### config.mk
export PLATFORM = sky130hd
export DESIGN_NAME = token_inject_arbiter
export DESIGN_NICKNAME = d
export VERILOG_FILES = /design/src/rtl/tokens_pkg.sv /design/src/rtl/rr_pick.sv /design/src/rtl/token_inject_arbiter.sv
export SDC_FILE = /design/constraint.sdc
export NUM_CORES = 1
export LEC_CHECK = 0
export BUFFER_PORTS_ARGS = -buffer_cell sky130_fd_sc_hd__buf_2
export CORE_ASPECT_RATIO = 0.7
export CORE_MARGIN = 4
export CORE_UTILIZATION = 40
export CTS_CLUSTER_SIZE = 10
export DETAILED_ROUTE_END_ITERATION = 7
export PLACE_DENSITY = 0.85
export SLEW_MARGIN = 30
export SYNTH_ARGS = -nofsm -noshare
export SYNTH_HDL_FRONTEND = slang
export SYNTH_SLANG_ARGS = --single-unit
### constraint.sdc
create_clock -name clk -period 2.8 [get_ports clk]
set_input_delay 0.56 -clock clk [delete_from_list [all_inputs] [get_ports clk]]
set_output_delay 0.56 -clock clk [all_outputs]
set_load 0.02 [all_outputs]
### src/rtl/tokens_pkg.sv
// Shared token-channel definitions: token width, arbiter state encoding and
// 4-phase handshake phase names used by the arbiter and the program loader.
package tokens_pkg;

    localparam int TOKEN_W = 62;

    typedef enum logic [1:0] {
        IDLE   = 2'd0,
        SEND   = 2'd1,
        ACK_UP = 2'd2,
        ACK_DN = 2'd3
    } arb_state_t;

    typedef enum logic [1:0] {
        HS_IDLE    = 2'd0,
        HS_SEND    = 2'd1,
        HS_ACK     = 2'd2,
        HS_RELEASE = 2'd3
    } hs_phase_t;

endpackage

### src/rtl/rr_pick.sv
// Combinational round-robin picker: first set candidate at or after ptr,
// wrapping at NUM_REQ-1.
module rr_pick #(
    parameter int NUM_REQ = 2,
    parameter int IDX_W   = 1
) (
    input  logic [NUM_REQ-1:0] cand,
    input  logic [IDX_W-1:0]   ptr,
    output logic               valid,
    output logic [IDX_W-1:0]   idx
);

    logic [2*NUM_REQ-1:0] rot;
    logic [IDX_W:0]       sum;

    always_comb begin
        valid = 1'b0;
        idx   = '0;
        sum   = '0;
        // Rotating a doubled vector puts the candidate at ptr+i on bit i.
        rot   = {cand, cand} >> ptr;
        for (int unsigned i = 0; i < NUM_REQ; i++) begin
            if (!valid && rot[i]) begin
                valid = 1'b1;
                sum   = {1'b0, ptr} + (IDX_W+1)'(i);
                if (sum >= (IDX_W+1)'(NUM_REQ)) begin
                    sum = sum - (IDX_W+1)'(NUM_REQ);
                end
                idx = sum[IDX_W-1:0];
            end
        end
    end

endmodule

### src/rtl/token_inject_arbiter.sv
// Round-robin arbiter sharing the 4-phase token-injection channel among
// NUM_REQ requesters, with per-owner lock for multi-token bursts.
module token_inject_arbiter
    import tokens_pkg::*;
#(
    parameter int NUM_REQ = 2,
    parameter int TOKEN_W = tokens_pkg::TOKEN_W
) (
    input  logic                         clk,
    input  logic                         rst,
    input  logic [NUM_REQ-1:0]           req_send_i,
    input  logic [NUM_REQ-1:0]           req_lock_i,
    input  logic [NUM_REQ*TOKEN_W-1:0]   req_token_i,
    output logic [NUM_REQ-1:0]           req_ack_o,
    output logic                         send_o,
    output logic [TOKEN_W-1:0]           token_o,
    input  logic                         ack_i,
    output logic [$clog2(NUM_REQ)-1:0]   grant_o,
    output logic                         busy_o
);

    localparam int GW = $clog2(NUM_REQ);

    arb_state_t          state_q, state_n;
    logic [TOKEN_W-1:0]  token_n;
    logic [GW-1:0]       grant_n;
    logic                send_n;
    logic [NUM_REQ-1:0]  ack_n;
    logic                busy_n;
    logic [GW-1:0]       rr_q, rr_n;
    logic                lock_q, lock_n;

    logic [TOKEN_W-1:0]  tok_arr [NUM_REQ];
    logic [NUM_REQ-1:0]  owner_mask;
    logic [NUM_REQ-1:0]  cand;
    logic                pick_valid;
    logic [GW-1:0]       pick_idx;
    logic                own_send;
    logic                own_lock;

    always_comb begin
        for (int unsigned i = 0; i < NUM_REQ; i++) begin
            tok_arr[i] = req_token_i[i*TOKEN_W +: TOKEN_W];
        end
    end

    assign owner_mask = NUM_REQ'(1) << grant_o;
    assign own_send   = |(req_send_i & owner_mask);
    assign own_lock   = |(req_lock_i & owner_mask);
    // While locked the owner is the only candidate, so the pointer is moot.
    assign cand       = lock_q ? (req_send_i & owner_mask) : req_send_i;

    rr_pick #(
        .NUM_REQ (NUM_REQ),
        .IDX_W   (GW)
    ) u_rr_pick (
        .cand  (cand),
        .ptr   (rr_q),
        .valid (pick_valid),
        .idx   (pick_idx)
    );

    always_comb begin
        state_n = state_q;
        token_n = token_o;
        grant_n = grant_o;
        send_n  = send_o;
        ack_n   = req_ack_o;
        rr_n    = rr_q;
        lock_n  = lock_q;
        unique case (state_q)
            IDLE: begin
                if (!ack_i && pick_valid) begin
                    token_n = tok_arr[pick_idx];
                    grant_n = pick_idx;
                    send_n  = 1'b1;
                    state_n = SEND;
                end else if (lock_q && !own_lock && !own_send) begin
                    lock_n = 1'b0;
                end
            end
            SEND: begin
                if (ack_i) begin
                    ack_n   = owner_mask;
                    state_n = ACK_UP;
                end
            end
            ACK_UP: begin
                if (!own_send) begin
                    send_n  = 1'b0;
                    state_n = ACK_DN;
                end
            end
            ACK_DN: begin
                if (!ack_i) begin
                    ack_n   = '0;
                    rr_n    = (grant_o == GW'(NUM_REQ-1)) ? '0 : grant_o + 1'b1;
                    lock_n  = own_lock;
                    state_n = IDLE;
                end
            end
            default: begin
                state_n = IDLE;
                token_n = '0;
                grant_n = '0;
                send_n  = 1'b0;
                ack_n   = '0;
                lock_n  = 1'b0;
            end
        endcase
        busy_n = (state_n != IDLE) || lock_n;
    end

    always_ff @(posedge clk or posedge rst) begin
        if (rst) begin
            state_q   <= IDLE;
            token_o   <= '0;
            grant_o   <= '0;
            send_o    <= 1'b0;
            req_ack_o <= '0;
            busy_o    <= 1'b0;
            rr_q      <= '0;
            lock_q    <= 1'b0;
        end else begin
            state_q   <= state_n;
            token_o   <= token_n;
            grant_o   <= grant_n;
            send_o    <= send_n;
            req_ack_o <= ack_n;
            busy_o    <= busy_n;
            rr_q      <= rr_n;
            lock_q    <= lock_n;
        end
    end

endmodule

Word-level counts from Yosys, hierarchy flattened
Cells that the tools add are included.
{ "word_totals": {"wordCells": 73, "input_bits": 131, "output_inout_bits": 67, "ff_bits": 71} }
{ "op_classes": {"magnitude_cmp": 3, "n_shift": 2, "n_eq_ne": 7, "addsub": 4, "bitwise_logic": 4, "mux": 26, "reduce_logical": 19} }
{ "op_table": {"columns": ["operator", "n"], "rows": [
  ["62-bit 2-to-1 mux", 3],
  ["2-bit 2-to-1 mux", 7],
  ["1-bit 2-to-1 mux", 12],
  ["2-bit inequality test (second input constant)", 4],
  ["2-bit case mux with 4 select lines", 1],
  ["3-bit AND reduction", 2],
  ["2-bit nonzero test", 3],
  ["2-bit bitwise AND", 2],
  ["2-bit == test (second input constant)", 2],
  ["2-bit greater-or-equal comparator (second input constant)", 2],
  ["1-bit logical AND", 4],
  ["1-bit zero test", 4],
  ["1-bit case mux with 2 select lines", 2],
  ["2-bit case mux with 2 select lines", 1],
  ["2-bit AND reduction", 2],
  ["2-bit OR reduction", 2],
  ["4-bit by 1-bit >> shifter with 2-bit output", 1],
  ["1-bit by 1-bit adder with 2-bit output (second input constant)", 1],
  ["2-bit by 1-bit == test with 1-bit output (second input constant)", 1],
  ["1-bit by 2-bit greater-or-equal comparator with 1-bit output (second input constant)", 1],
  ["2-bit zero test", 1],
  ["1-bit inverter with 2-bit output", 1],
  ["1-bit by 1-bit left shift with 2-bit output (first input constant)", 1],
  ["1-bit subtractor (second input constant)", 2],
  ["3 further kinds", 3]
]} }

Depth between registers and ports, before layout
Gate-level depths: netlist (run 1).
{ "logic_depth": {"ltp_word": 13, "ltp_mapped": 7, "depth_no_buf": 6} }

By module
From an unflattened synthesis (run 1), not the netlist that was laid out.
{ "unflattened": {"hier_cells": 328, "area_unflattened_um2": 3383.2} }
{ "by_module_without_submodules": {"columns": ["module", "cells_each", "seq_area_each_um2", "n_inst", "area_per_inst_um2"], "rows": [
  ["token_inject_arbiter", 325, 1776.7, 1, 3365.7],
  ["rr_pick", 3, 0.0, 1, 17.5]
]} }

Worst setup path before layout (run 1)
OpenSTA, ideal clock, no wires.
{ "synth_path": {"path_type": "in2reg", "start": "in ack_i", "end": "reg busy_o", "required_ns": 2.661, "n_path_buf": 1, "arrival_time_ns": 1.832, "setup_time_ns": 0.139, "setup_slack_ns": 0.829, "stages": 4, "path_cell_list": "clkbuf_1 > mux2_2 > o32ai_1 > or4b_1"} }
{ "synth_between": {"elab_chain_len": 6, "elab_cells_between_ends": 11, "classes_between": "mux: 7; reduce/logical: 4"} }
{ "synth_rtl": {"columns": ["element", "line_no", "source"], "rows": [
  ["start, declared", "token_inject_arbiter.sv:17", "input logic ack_i,"],
  ["1-bit zero test", null, null],
  ["1-bit logical AND", "token_inject_arbiter.sv:73", "if (!ack_i && pick_valid) begin"],
  ["2-bit 2-to-1 mux", "token_inject_arbiter.sv:73", null],
  ["2-bit case mux with 4 select lines", "token_inject_arbiter.sv:71", "unique case (state_q)"],
  ["2-bit nonzero test", "token_inject_arbiter.sv:111", "busy_n = (state_n != IDLE) || lock_n;"],
  ["1-bit logical OR *", "token_inject_arbiter.sv:111", null],
  ["named net busy_n", "token_inject_arbiter.sv:29", "logic busy_n;"],
  ["end signal, assigned", "token_inject_arbiter.sv:130", "busy_o <= busy_n;"],
  ["end, declared", "token_inject_arbiter.sv:19", "output logic busy_o"]
]} }
Mark *: on every way through the listed nets, which the timed path passes. The rest lies on a longest branch.
A chain may end at the register's enable or synchronous reset.

Worst setup path after layout (run 1)
{ "layout_path": {"start": "reg state_q[0]", "end": "reg token_o[14]"} }
{ "layout_between": {"elab_chain_len": 2} }
{ "layout_rtl": {"columns": ["element", "line_no", "source"], "rows": [
  ["start, declared", "token_inject_arbiter.sv:24", "arb_state_t state_q, state_n;"],
  ["start signal, assigned", "token_inject_arbiter.sv:125", "state_q <= state_n;"],
  ["2-bit zero test", "token_inject_arbiter.sv:71", null],
  ["2-bit AND reduction (no source line)", null, null],
  ["end signal, assigned", "token_inject_arbiter.sv:126", "token_o <= token_n;"],
  ["end, declared", "token_inject_arbiter.sv:16", "output logic [TOKEN_W-1:0] token_o,"]
]} }
No other way between the ends.

==> results of run 1 <==
[registers in the layout, summed over array words and instances (netlist names)]
name,count
rr_q,1
req_ack_o,2
token_o,62
grant_o,1
state_q,2
busy_o,1
send_o,1
lock_q,1
[cell type report]
type	count	area share (%)
Clock buffer	9	4.68
Multi-Input combinational cell	228	30.6
Sequential cell	71	36.9
Clock inverter	7	2.50
Inverter	8	0.624
Timing Repair Buffer	202	22.1
Tap cell	101	2.63
[cell usage after synthesis, drive strengths merged, types with 2 or more instances]
cell type / number
dfrtp: 71
buf: 15
ha: 4
a21oi: 67
nor2: 66
o32ai: 2
nand2b: 4
a311oi: 2
clkbuf: 7
o21ai: 6
nand2: 4
inv: 8
mux2i: 64
[metal layers]
| layer | track usage [%] | up-vias | part of all wire, % |
|---|---|---|---|
| li1 | - | 1525 | - |
| met1 | 21.1 | 1388 | 41 |
| met2 | 32.0 | 147 | 48 |
| met3 | 7.20 | 13 | 9.5 |
| met4 | 4.47 | 0 | 1.1 |
| met5 | 0 | - | 0 |
[worst paths after layout]
kind | end | depth (start not counted) | start | slack, ns
min | token_o[23] | 2 | rst | 0.35
max in group asynchronous | token_o[29] | 3 | rst | 1.80
max | token_o[14] | 7 | state_q[0] | 0.67
min reg2reg | token_o[7] | 2 | token_o[7] | 0.52
min in group clk | token_o[7] | 2 | token_o[7] | 0.52
max reg2reg | token_o[14] | 7 | state_q[0] | 0.67
[power groups by stage]
stage / Combinational [mW] / Clock [mW] / Sequential [mW]
floorplan: 1.10 / 0 / 2.37
global placement: 2.43 / 0 / 1.81
detailed placement: 2.52 / 0 / 1.82
CTS: 2.52 / 1.34 / 1.81
global route: 2.73 / 1.38 / 1.88
finish: 2.48 / 1.30 / 1.81
[per-stage QoR]
stage	instances	util [%]	hold slack (ns)
global route	626	59.8	0.416
CTS	626	59.8	0.361
floorplan	329	-	0.444
global placement	610	55.5	0.496
detailed placement	610	55.5	0.515
finish	626	59.8	0.346
[cell usage in the layout, fill, tap and decap left out, types with 2 or more instances in the layout]
cell                        instances
sky130_fd_sc_hd__buf_2            197
sky130_fd_sc_hd__buf_12             3
sky130_fd_sc_hd__ha_1               4
sky130_fd_sc_hd__bufinv_16          3
sky130_fd_sc_hd__nor2_1            66
sky130_fd_sc_hd__a21oi_1           67
sky130_fd_sc_hd__nand2_1            4
sky130_fd_sc_hd__dfrtp_1           71
sky130_fd_sc_hd__o32ai_1            2
sky130_fd_sc_hd__o21ai_0            6
sky130_fd_sc_hd__nand2b_1           4
sky130_fd_sc_hd__clkbuf_16          9
sky130_fd_sc_hd__a311oi_1           2
sky130_fd_sc_hd__mux2i_1           64
sky130_fd_sc_hd__buf_4              2
sky130_fd_sc_hd__inv_1              7
[cells by family (layout without fill, tap and decap cells)]
kind of cell             Yosys count  after routing  synth area share, %
AND/OR/NAND/NOR                   80             80                 10.2
AO/OA/AOI/OAI                     79             79                 12.3
flip-flops                        71             71                 52.6
multiplexers                      65             65                 19.3
buffers and inverters             30            226                 4.18
adder cells (fa/ha/maj)            4              4                 1.48
==> load_flow_metrics.sql, run 1 <==
INSERT INTO impl_metrics (metric_group, metric, value, unit) VALUES
('status', 'run_status', 'finished clean', ''),
('pwr', 'sequentialPowerShare', '32.3', '%'),
('clocking', 'cts_root_buf', 'sky130_fd_sc_hd__clkbuf_16', ''),
('worst_setup_path', 'critical_path_buf_inv_count', '3', ''),
('synthesis', 'syn-mean-instance-area', '10.3', 'um2'),
('pwr', 'fin_total_pwr', '5.59', 'mW'),
('floorplan', 'placementRows', '27', ''),
('floorplan', 'initial_utilization', '42.0', '%'),
('cells_and_area', 'fillCellCount', '663', ''),
('clocking', 'hold_buffers', '0', ''),
('placed_design', 'dp_hpwl', '7.01', 'mm'),
('clocking', 'postCtsResizedCells', '0', ''),
('clocking', 'cts.sinks', '71', ''),
('floorplan', 'die_h', '84.9', 'um'),
('worst_setup_path', 'timing.critical_path.slowest_stage_cell', 'sky130_fd_sc_hd__buf_4', ''),
('worst_setup_path', 'critPathRequiredTime', '3.04', 'ns'),
('worst_setup_path', 'critPathCaptureType', 'flop', ''),
('flow_run', 'maxCapViolCount', '0', ''),
('synthesis', 'synth-async-reset-ratio', '100', '%'),
('detailed_routing', 'drtAntennaViolNets', '0', ''),
('worst_setup_path', 'worst-path-max-fanout', '71', ''),
('pwr', 'netSwitchingPower', '2.26', 'mW'),
('cells_and_area', 'multi_input_area', '0.00147', 'mm2'),
('floorplan', 'floorplan.io_pins', '198', ''),
('global_route', 'grt-ovfl-total', '0', ''),
('detailed_routing', 'via_count', '3073', ''),
('pwr', 'p_int', '3.33', 'mW'),
('worst_setup_path', 'critPathTopFamily', 'buffers and inverters', ''),
('timing', 'fin_ws', '0.673', 'ns'),
('global_route', 'grt_first_pass_wirelength', '15.1', 'mm'),
('cells_and_area', 'nNetsFinal', '655', ''),
('placed_design', 'place.port_buffers', '197', ''),
('worst_setup_path', 'worstPathCellList', 'inv_1 > ha_1 > inv_1 > nor4_4 > buf_4 > nor2_1 > a21oi_1', ''),
('timing', 'fmax', '470', 'MHz'),
('synthesis', 'netlist.top_cell.by_area', 'sky130_fd_sc_hd__dfrtp_1', ''),
('placed_design', 'gp_congestion', '0.842', ''),
('pwr', 'power.share.combinational', '44.4', '%'),
('cells_and_area', 'flow.area_growth_from_synthesis', '42.3', '%'),
('timing', 'period_minus_slack', '2.13', 'ns'),
('floorplan', 'dieWidth', '118', 'um'),
('clocking', 'clkLatencyLatePin', '0.32', 'ns'),
('cells_and_area', 'antenna-diode-count', '0', ''),
('timing', 'final.period_utilization', '76.0', '%'),
('detailed_routing', 'drtIter0Drc', '82', ''),
('worst_setup_path', 'crit_path_max_incr_delay', '0.57', 'ns'),
('detailed_routing', 'drt-total-wl', '8.99', 'mm'),
('clocking', 'clock_tree_from_tritoncts', 'yes', ''),
('worst_setup_path', 'start_kind', 'flop', ''),
('pwr', 'peakVddDrop', '583', 'uV'),
('synthesis', 'syn_area', '0.00338', 'mm2'),
('synthesis', 'syn_nets', '464', ''),
('detailed_routing', 'drc_errors', '0', ''),
('timing', 'rsz_0062_raised_after_global_routing', 'no', ''),
('floorplan', 'design.core.area', '0.00804', 'mm2'),
('timing', 'finalHoldViolCount', '0', ''),
('synthesis', 'synth_enable_flop_cells', '0', ''),
('synthesis', 'yosys_reg_bits', '71', ''),
('synthesis', 'synthDominantCellAreaShare', '52.6', '%'),
('cells_and_area', 'layout.cell_area.non_filler', '0.00481', 'mm2'),
('synthesis', 'syn_inst', '329', ''),
('global_route', 'number_of_antenna_violations_at_the_first_check_in_global_routing', '0', ''),
('placed_design', 'place_area', '0.00446', 'mm2'),
('synthesis', 'ys.warnings.count', '0', ''),
('clocking', 'cts_buffer_depth', '2', ''),
('synthesis', 'synth_seq_area_share', '52.6', '%'),
('timing', 'slew_headroom', '53.9', '%'),
('clocking', 'post_cts_setup_buffer_count', '0', ''),
('pwr', 'clkPwrFrac', '23.3', '%'),
('clocking', 'cts_buffers', '9', ''),
('pwr', 'leakagePower', '2.55', 'nW'),
('worst_setup_path', 'worst_ep_arrival_time', '2.37', 'ns');
Power figures use the tool's default switching activity.
==> inputs of run 2 (changes only) <==
Settings changed: PLACE_DENSITY 0.85 to 0.88.
Clock period 2.8 ns to 1.9 ns, I/O delays scaled along.
==> run 2 against run 1 <==
Routed wire length is 2.3% higher. Non-clock buffer count is 7 higher. Clock-buffer cell count is 3 higher. Global-route usage is 0.17 points lower. Clock skew is 0.0046 ns higher. Worst hold slack worse by 0.22 ns. First-iteration DRC count is 98% higher. Critical path type unchanged. Largest cell class unchanged. Largest power group unchanged. Highest routed layer unchanged.
==> load_flow_metrics.sql, run 2 (synthesized netlist as in run 1, its figures left out) <==
INSERT INTO impl_metrics (metric_group, metric, value, unit) VALUES
('worst_setup_path', 'timing.critical_path.from', 'grant_o', ''),
('pwr', 'power_per_cell_area', '1670', 'mW/mm2'),
('placed_design', 'place.port_buffers', '197', ''),
('cells_and_area', 'layout-drive-gt1-share', '43.8', '%'),
('clocking', 'cts_max_level', '3', ''),
('global_route', 'number_of_antenna_violations_at_the_first_check_in_global_routing', '0', ''),
('cells_and_area', 'final_common_cell', 'sky130_fd_sc_hd__buf_2', ''),
('timing', 'period_minus_slack', '1.83', 'ns'),
('timing', 'slew_headroom', '70.2', '%'),
('timing', 'final.hold.worst_slack', '0.122', 'ns'),
('pwr', 'leakagePower', '2.57', 'nW'),
('global_route', 'met2_usage', '31.1', '%'),
('placed_design', 'place.detailed.instances', '615', ''),
('floorplan', 'placementRows', '27', ''),
('global_route', 'grt-ovfl-total', '0', ''),
('detailed_routing', 'drt-total-wl', '9.19', 'mm'),
('cells_and_area', 'nNetsFinal', '662', ''),
('cells_and_area', 'flow.area_growth_from_synthesis', '45.1', '%'),
('clocking', 'cts_buffers', '9', ''),
('timing', 'final.period_utilization', '96.5', '%'),
('timing', 'worst_slew_pin_slew', '0.444', 'ns'),
('floorplan', 'die_h', '84.9', 'um'),
('detailed_routing', 'drtAntennaViolNets', '0', ''),
('worst_setup_path', 'rrSetupSlack', '0.07', 'ns'),
('cells_and_area', 'layout.cells.most_common_list', '197 x sky130_fd_sc_hd__buf_2, 70 x sky130_fd_sc_hd__dfrtp_1, 67 x sky130_fd_sc_hd__a21oi_1', ''),
('worst_setup_path', 'start_kind', 'flop', ''),
('floorplan', 'design.core.area', '0.00804', 'mm2'),
('clocking', 'clkLatencyLatePin', '0.32', 'ns'),
('clocking', 'clock_tree_from_tritoncts', 'yes', ''),
('worst_setup_path', 'worst_r2r_src', 'grant_o', ''),
('floorplan', 'dieWidth', '118', 'um'),
('detailed_routing', 'drtIter0Drc', '162', ''),
('detailed_routing', 'via_count', '3108', ''),
('detailed_routing', 'detail_route.vias_per_cell', '4.91', ''),
('placed_design', 'gp_congestion', '0.808', ''),
('placed_design', 'dp_hpwl', '7.12', 'mm'),
('timing', 'fmax', '545', 'MHz'),
('worst_setup_path', 'critPathCaptureType', 'flop', ''),
('clocking', 'cts_buffer_depth', '2', ''),
('timing', 'finalHoldViolCount', '0', ''),
('cells_and_area', 'fillCellCount', '667', ''),
('global_route', 'grt_start_max_net_pins', '52', ''),
('timing', 'timing.final.max_slew_violations', '0', ''),
('clocking', 'clkSlewWorstSetupHoldPaths', '0.05', 'ns'),
('worst_hold_path', 'worst_hold_path_type', 'in -> async', ''),
('worst_setup_path', 'worst_ep_arrival_time', '2.02', 'ns'),
('cells_and_area', 'largest_registers', 'token_o x62, req_ack_o x2, state_q x2', ''),
('floorplan', 'die_area', '0.0100', 'mm2'),
('flow_run', 'maxCapViolCount', '0', ''),
('status', 'run_status', 'finished clean', ''),
('detailed_routing', 'wire_per_inst', '14.5', 'um'),
('cells_and_area', 'largest_register', 'token_o', ''),
('global_route', 'grt_first_pass_wirelength', '14.9', 'mm'),
('global_route', 'grt.busiest_layer', 'met2', ''),
('pwr', 'fin_total_pwr', '8.21', 'mW'),
('worst_setup_path', 'critPathRequiredTime', '2.09', 'ns'),
('worst_setup_path', 'worst-path-max-fanout', '6', ''),
('global_route', 'first_global_vias', '3195', ''),
('worst_setup_path', 'rr_endpoint', 'busy_o', ''),
('pwr', 'peakVddDrop', '795', 'uV'),
('cells_and_area', 'antenna-diode-count', '0', ''),
('global_route', 'gr_util_all_layers', '18.1', '%'),
('clocking', 'cts_root_buf', 'sky130_fd_sc_hd__clkbuf_16', ''),
('cells_and_area', 'largest_reg_flops', '62', ''),
('global_route', 'grt.met3_usage', '7.20', '%'),
('cells_and_area', 'final_cells', '633', ''),
('clocking', 'cts.sinks', '71', ''),
('detailed_routing', 'drc_errors', '0', ''),
('global_route', 'globalRouteMet1Util', '20.9', '%'),
('worst_setup_path', 'cp-endpoint', 'busy_o', ''),
('floorplan', 'initial_utilization', '42.0', '%'),
('detailed_routing', 'detailedRoute.firstPassIterationCount', '4', ''),
('timing', 'setup_viol_count_final', '0', ''),
('floorplan', 'floorplan.io_pins', '198', ''),
('worst_setup_path', 'timing.reg2reg.worst_path_depth', '5', ''),
('timing', 'clock-skew-final', '0.0104', 'ns'),
('worst_setup_path', 'crit_type', 'reg -> reg', '');
==> run 2: power by group <==
group          switching (mW)  total, mW  internal, mW
combinational            2.32       3.81          1.49
clock                   0.608       1.73          1.12
sequential              0.415       2.67          2.25
==> run 2: layer usage <==
metal	part of all wire, %	up-vias
met5	0	-
met4	1.5	0
met2	48	163
li1	-	1536
met1	41	1395
met3	10	14
==> run 2: area by class of cell <==
type | instances | area [um2] | area share (%)
clock inverters | 4 | 52.6 | 1.07
repair buffers | 209 | 1170 | 23.8
multi-input cells | 228 | 1480 | 30.2
inverters | 8 | 33.8 | 0.689
flip-flops and latches | 71 | 1780 | 36.2
well taps | 101 | 126 | 2.58
clock buffers | 12 | 267 | 5.43
==> run 2: what timing repair did <==
action                     CTS  global route
gates cloned                 0             1
gates resized for setup      1             8
hold buffers                 0             0
setup endpoints to repair    8            65
setup buffers                0             1
pin swaps                    0             1
==> run 2: metrics by stage <==
stage	setup TNS [ns]	instance area (um2)	utilization [%]	worst slack, ns
floorplan	0	3380	-	0.0860
global placement	0	4530	56.3	0.124
detailed placement	-0.0175	4530	56.3	-0.0175
CTS	0	4850	60.4	0.0107
global route	-0.0153	4910	61.0	-0.00715
finish	0	4910	61.0	0.0667
==> run 2: critical path, stage by stage, from the launching register on <==
cell and delay, ns:
sky130_fd_sc_hd__dfrtp_1 0.42, sky130_fd_sc_hd__nand2b_1 0.20, sky130_fd_sc_hd__a21oi_1 0.32, sky130_fd_sc_hd__nor4_4 0.08, sky130_fd_sc_hd__buf_6 0.16, sky130_fd_sc_hd__or4b_1 0.52
==> run 2: worst min path at each step <==
stage          depth (start not counted)          end
6_report                               3  token_o[32]
5_1_grt                                3  token_o[33]
4_1_cts                                3  token_o[32]
3_5_place_dp                           3  token_o[32]
3_3_place_gp                           3      grant_o
2_1_floorplan                          2         rr_q
==> inputs of run 3 (changes only) <==
Settings changed: CORE_UTILIZATION 40 to 44, PLACE_DENSITY 0.88 to 0.92.
Clock period 1.9 ns to 1.75 ns, I/O delays scaled along.
==> run 3 against run 2 <==
The run now ends with setup timing left. Register-to-register slack got worse by 0.12 ns. Global-route usage increased by 4.0 points. Non-clock buffer count increased by 33. Combinational power increased by 34%. Sequential power increased by 9.7%. Critical path type unchanged. Largest cell class unchanged. Largest power group unchanged.
==> load_flow_metrics.sql, run 3 (synthesized netlist as in run 1, its figures left out) <==
INSERT INTO impl_metrics (metric_group, metric, value, unit) VALUES
('status', 'run_status', 'complete, but fails checks', ''),
('cells_and_area', 'layout.cells.most_common_list', '197 x sky130_fd_sc_hd__buf_2, 70 x sky130_fd_sc_hd__dfrtp_1, 64 x sky130_fd_sc_hd__mux2i_1', ''),
('placed_design', 'dp_worst_slack', '-0.148', 'ns'),
('timing', 'period_minus_slack', '1.81', 'ns'),
('global_route', 'first_global_vias', '3353', ''),
('flow_run', 'maxCapViolCount', '0', ''),
('worst_setup_path', 'worstPathCellList', 'inv_2 > ha_4 > buf_4 > buf_6 > a21oi_2 > o21ai_1 > or4b_4', ''),
('cells_and_area', 'nNetsFinal', '695', ''),
('clocking', 'cts_max_level', '3', ''),
('cells_and_area', 'layout-drive-gt1-share', '50.8', '%'),
('status', 'violations', 'setup timing', ''),
('timing', 'clock-skew-final', '0.0128', 'ns'),
('floorplan', 'floorplan.io_pins', '198', ''),
('detailed_routing', 'wire_per_inst', '16.9', 'um'),
('floorplan', 'die_h', '81.3', 'um'),
('cells_and_area', 'largest_register', 'token_o', ''),
('floorplan', 'initial_utilization', '45.8', '%'),
('timing', 'fin_ws', '-0.0564', 'ns'),
('timing', 'final.period_utilization', '103', '%'),
('clocking', 'cts_root_buf', 'sky130_fd_sc_hd__clkbuf_8', ''),
('floorplan', 'design.core.area', '0.00738', 'mm2'),
('detailed_routing', 'drtIter0Drc', '201', ''),
('worst_setup_path', 'timing.critical_path.slowest_stage_cell', 'sky130_fd_sc_hd__or4b_4', ''),
('clocking', 'cts.sinks', '71', ''),
('global_route', 'gr_util_all_layers', '22.1', '%'),
('floorplan', 'dieWidth', '113', 'um'),
('worst_setup_path', 'critPathTopFamily', 'simple AND/OR/NAND/NOR gates', ''),
('detailed_routing', 'detail_route.vias_per_cell', '5.12', ''),
('timing', 'rsz_0062_raised_after_global_routing', 'yes', ''),
('detailed_routing', 'detailedRoute.firstPassIterationCount', '4', ''),
('floorplan', 'placementRows', '26', ''),
('timing', 'finalHoldViolCount', '0', ''),
('pwr', 'peakVddDrop', '961', 'uV'),
('global_route', 'grt_first_pass_wirelength', '16.1', 'mm'),
('global_route', 'grt-ovfl-total', '0', ''),
('cells_and_area', 'final_common_cell', 'sky130_fd_sc_hd__buf_2', ''),
('global_route', 'number_of_antenna_violations_at_the_first_check_in_global_routing', '0', ''),
('pwr', 'power_per_cell_area', '1800', 'mW/mm2'),
('floorplan', 'die_area', '0.00917', 'mm2'),
('detailed_routing', 'drc_errors', '0', ''),
('cells_and_area', 'largest_registers', 'token_o x62, req_ack_o x2, state_q x2', ''),
('cells_and_area', 'antenna-diode-count', '0', ''),
('timing', 'slew_headroom', '70.0', '%'),
('clocking', 'cts_buffer_depth', '2', ''),
('worst_setup_path', 'crit_type', 'reg -> reg', ''),
('global_route', 'grt_start_max_net_pins', '42', ''),
('timing', 'timing.final.max_slew_violations', '0', ''),
('cells_and_area', 'flow.area_growth_from_synthesis', '56.9', '%'),
('worst_setup_path', 'critPathRequiredTime', '1.96', 'ns'),
('detailed_routing', 'via_count', '3393', ''),
('cells_and_area', 'largest_reg_flops', '62', ''),
('timing', 'worst_slew_pin_slew', '0.450', 'ns'),
('clocking', 'clkSlewWorstSetupHoldPaths', '0.08', 'ns'),
('cells_and_area', 'layout.core_utilization', '71.8', '%'),
('worst_setup_path', 'critical_path_buf_inv_count', '3', ''),
('detailed_routing', 'drt-total-wl', '11.2', 'mm'),
('worst_setup_path', 'worst-path-max-fanout', '5', ''),
('placed_design', 'gp_congestion', '0.957', ''),
('clocking', 'clkLatencyLatePin', '0.33', 'ns'),
('clocking', 'cts_buffers', '9', ''),
('timing', 'setup_viol_count_final', '2', ''),
('pwr', 'fin_total_pwr', '9.53', 'mW'),
('cells_and_area', 'fillCellCount', '528', ''),
('timing', 'fmax', '554', 'MHz'),
('worst_setup_path', 'crit_path_max_incr_delay', '0.53', 'ns'),
('worst_setup_path', 'worst_ep_arrival_time', '2.01', 'ns'),
('worst_setup_path', 'start_kind', 'flop', ''),
('worst_setup_path', 'critPathCaptureType', 'flop', ''),
('worst_hold_path', 'worst_hold_path_type', 'in -> async', ''),
('timing', 'final.hold.worst_slack', '0.132', 'ns'),
('detailed_routing', 'drtAntennaViolNets', '0', ''),
('clocking', 'clock_tree_from_tritoncts', 'yes', ''),
('placed_design', 'place.port_buffers', '197', ''),
('pwr', 'leakagePower', '2.76', 'nW'),
('placed_design', 'dp_hpwl', '7.33', 'mm');
-- run 3: cell count changes in the layout (fill, tap and decap cells not counted), moves of 5 or more --
cell	delta
sky130_fd_sc_hd__buf_6	+5
sky130_fd_sc_hd__nor2_1	-5
sky130_fd_sc_hd__a21oi_2	+11
sky130_fd_sc_hd__buf_4	+19
sky130_fd_sc_hd__nor2_2	+5
sky130_fd_sc_hd__a21oi_1	-11
sky130_fd_sc_hd__clkbuf_8	+8
sky130_fd_sc_hd__clkbuf_16	-6
-- run 3: timing repair --
| item | 4_1_cts | 5_1_grt |
|---|---|---|
| resized for setup | 2 | 42 |
| setup buffers | 3 | 5 |
| hold buffers | 0 | 0 |
| endpoints found under the setup margin | 50 | 65 |
| cloned | 6 | 8 |
| pin swaps | 2 | 4 |
-- run 3: through the flow --
stage / setup TNS [ns] / std cells / cell area (um2)
finish: -0.0628 / 663 / 5310
global placement: -0.541 / 626 / 4620
detailed placement: -4.63 / 626 / 4620
global route: -3.50 / 663 / 5310
floorplan: 0 / 329 / 3400
CTS: 0 / 651 / 4990
-- run 3: worst reg2reg max path: stages, from the launching register on --
cell                      delay, ns
sky130_fd_sc_hd__dfrtp_1       0.43
sky130_fd_sc_hd__inv_2         0.08
sky130_fd_sc_hd__ha_4          0.16
sky130_fd_sc_hd__buf_4         0.14
sky130_fd_sc_hd__buf_6         0.12
sky130_fd_sc_hd__a21oi_2       0.12
sky130_fd_sc_hd__o21ai_1       0.10
sky130_fd_sc_hd__or4b_4        0.53
-- run 3: worst paths after layout --
check,depth (start not counted),startpoint,slack (ns),end
worst max-delay path,7,state_q[0],-0.06,busy_o
worst min-delay path,3,rst,0.13,token_o[32]
worst max register to register,7,state_q[0],-0.06,busy_o
worst min register to register,2,token_o[53],0.52,token_o[53]
max in group asynchronous,3,rst,1.27,grant_o
min in group clk,3,req_token_i[115],0.31,token_o[53]
-- run 3: report_power, final --
group	leakage [nW]	switching [mW]	internal, mW	total (mW)
clock	0.112	0.600	0.878	1.48
combinational	1.85	2.89	2.23	5.12
sequential	0.791	0.487	2.44	2.93
total	2.76	3.98	5.55	9.53
-- run 3: cell type report --
type	count	area [um2]	share of cell area [%]
multi-input combinational	228	1580	29.8
tap	98	123	2.31
timing repair buffer	242	1560	29.4
clock buffer	11	151	2.85
inverter	8	33.8	0.637
clock inverter	5	80.1	1.51
sequential	71	1780	33.5
-- run 3: layer usage --
metal  vias to the layer above  part of all wire (%)  wire length, um  global-route usage [%]
li1                       1598                     -                -                       -
met1                      1611                    40             4450                    25.2
met5                         -                     0                0                       0
met3                        15                   9.0             1010                    7.22
met4                         0                   1.3              144                    6.36
met2                       169                    50             5610                    40.0
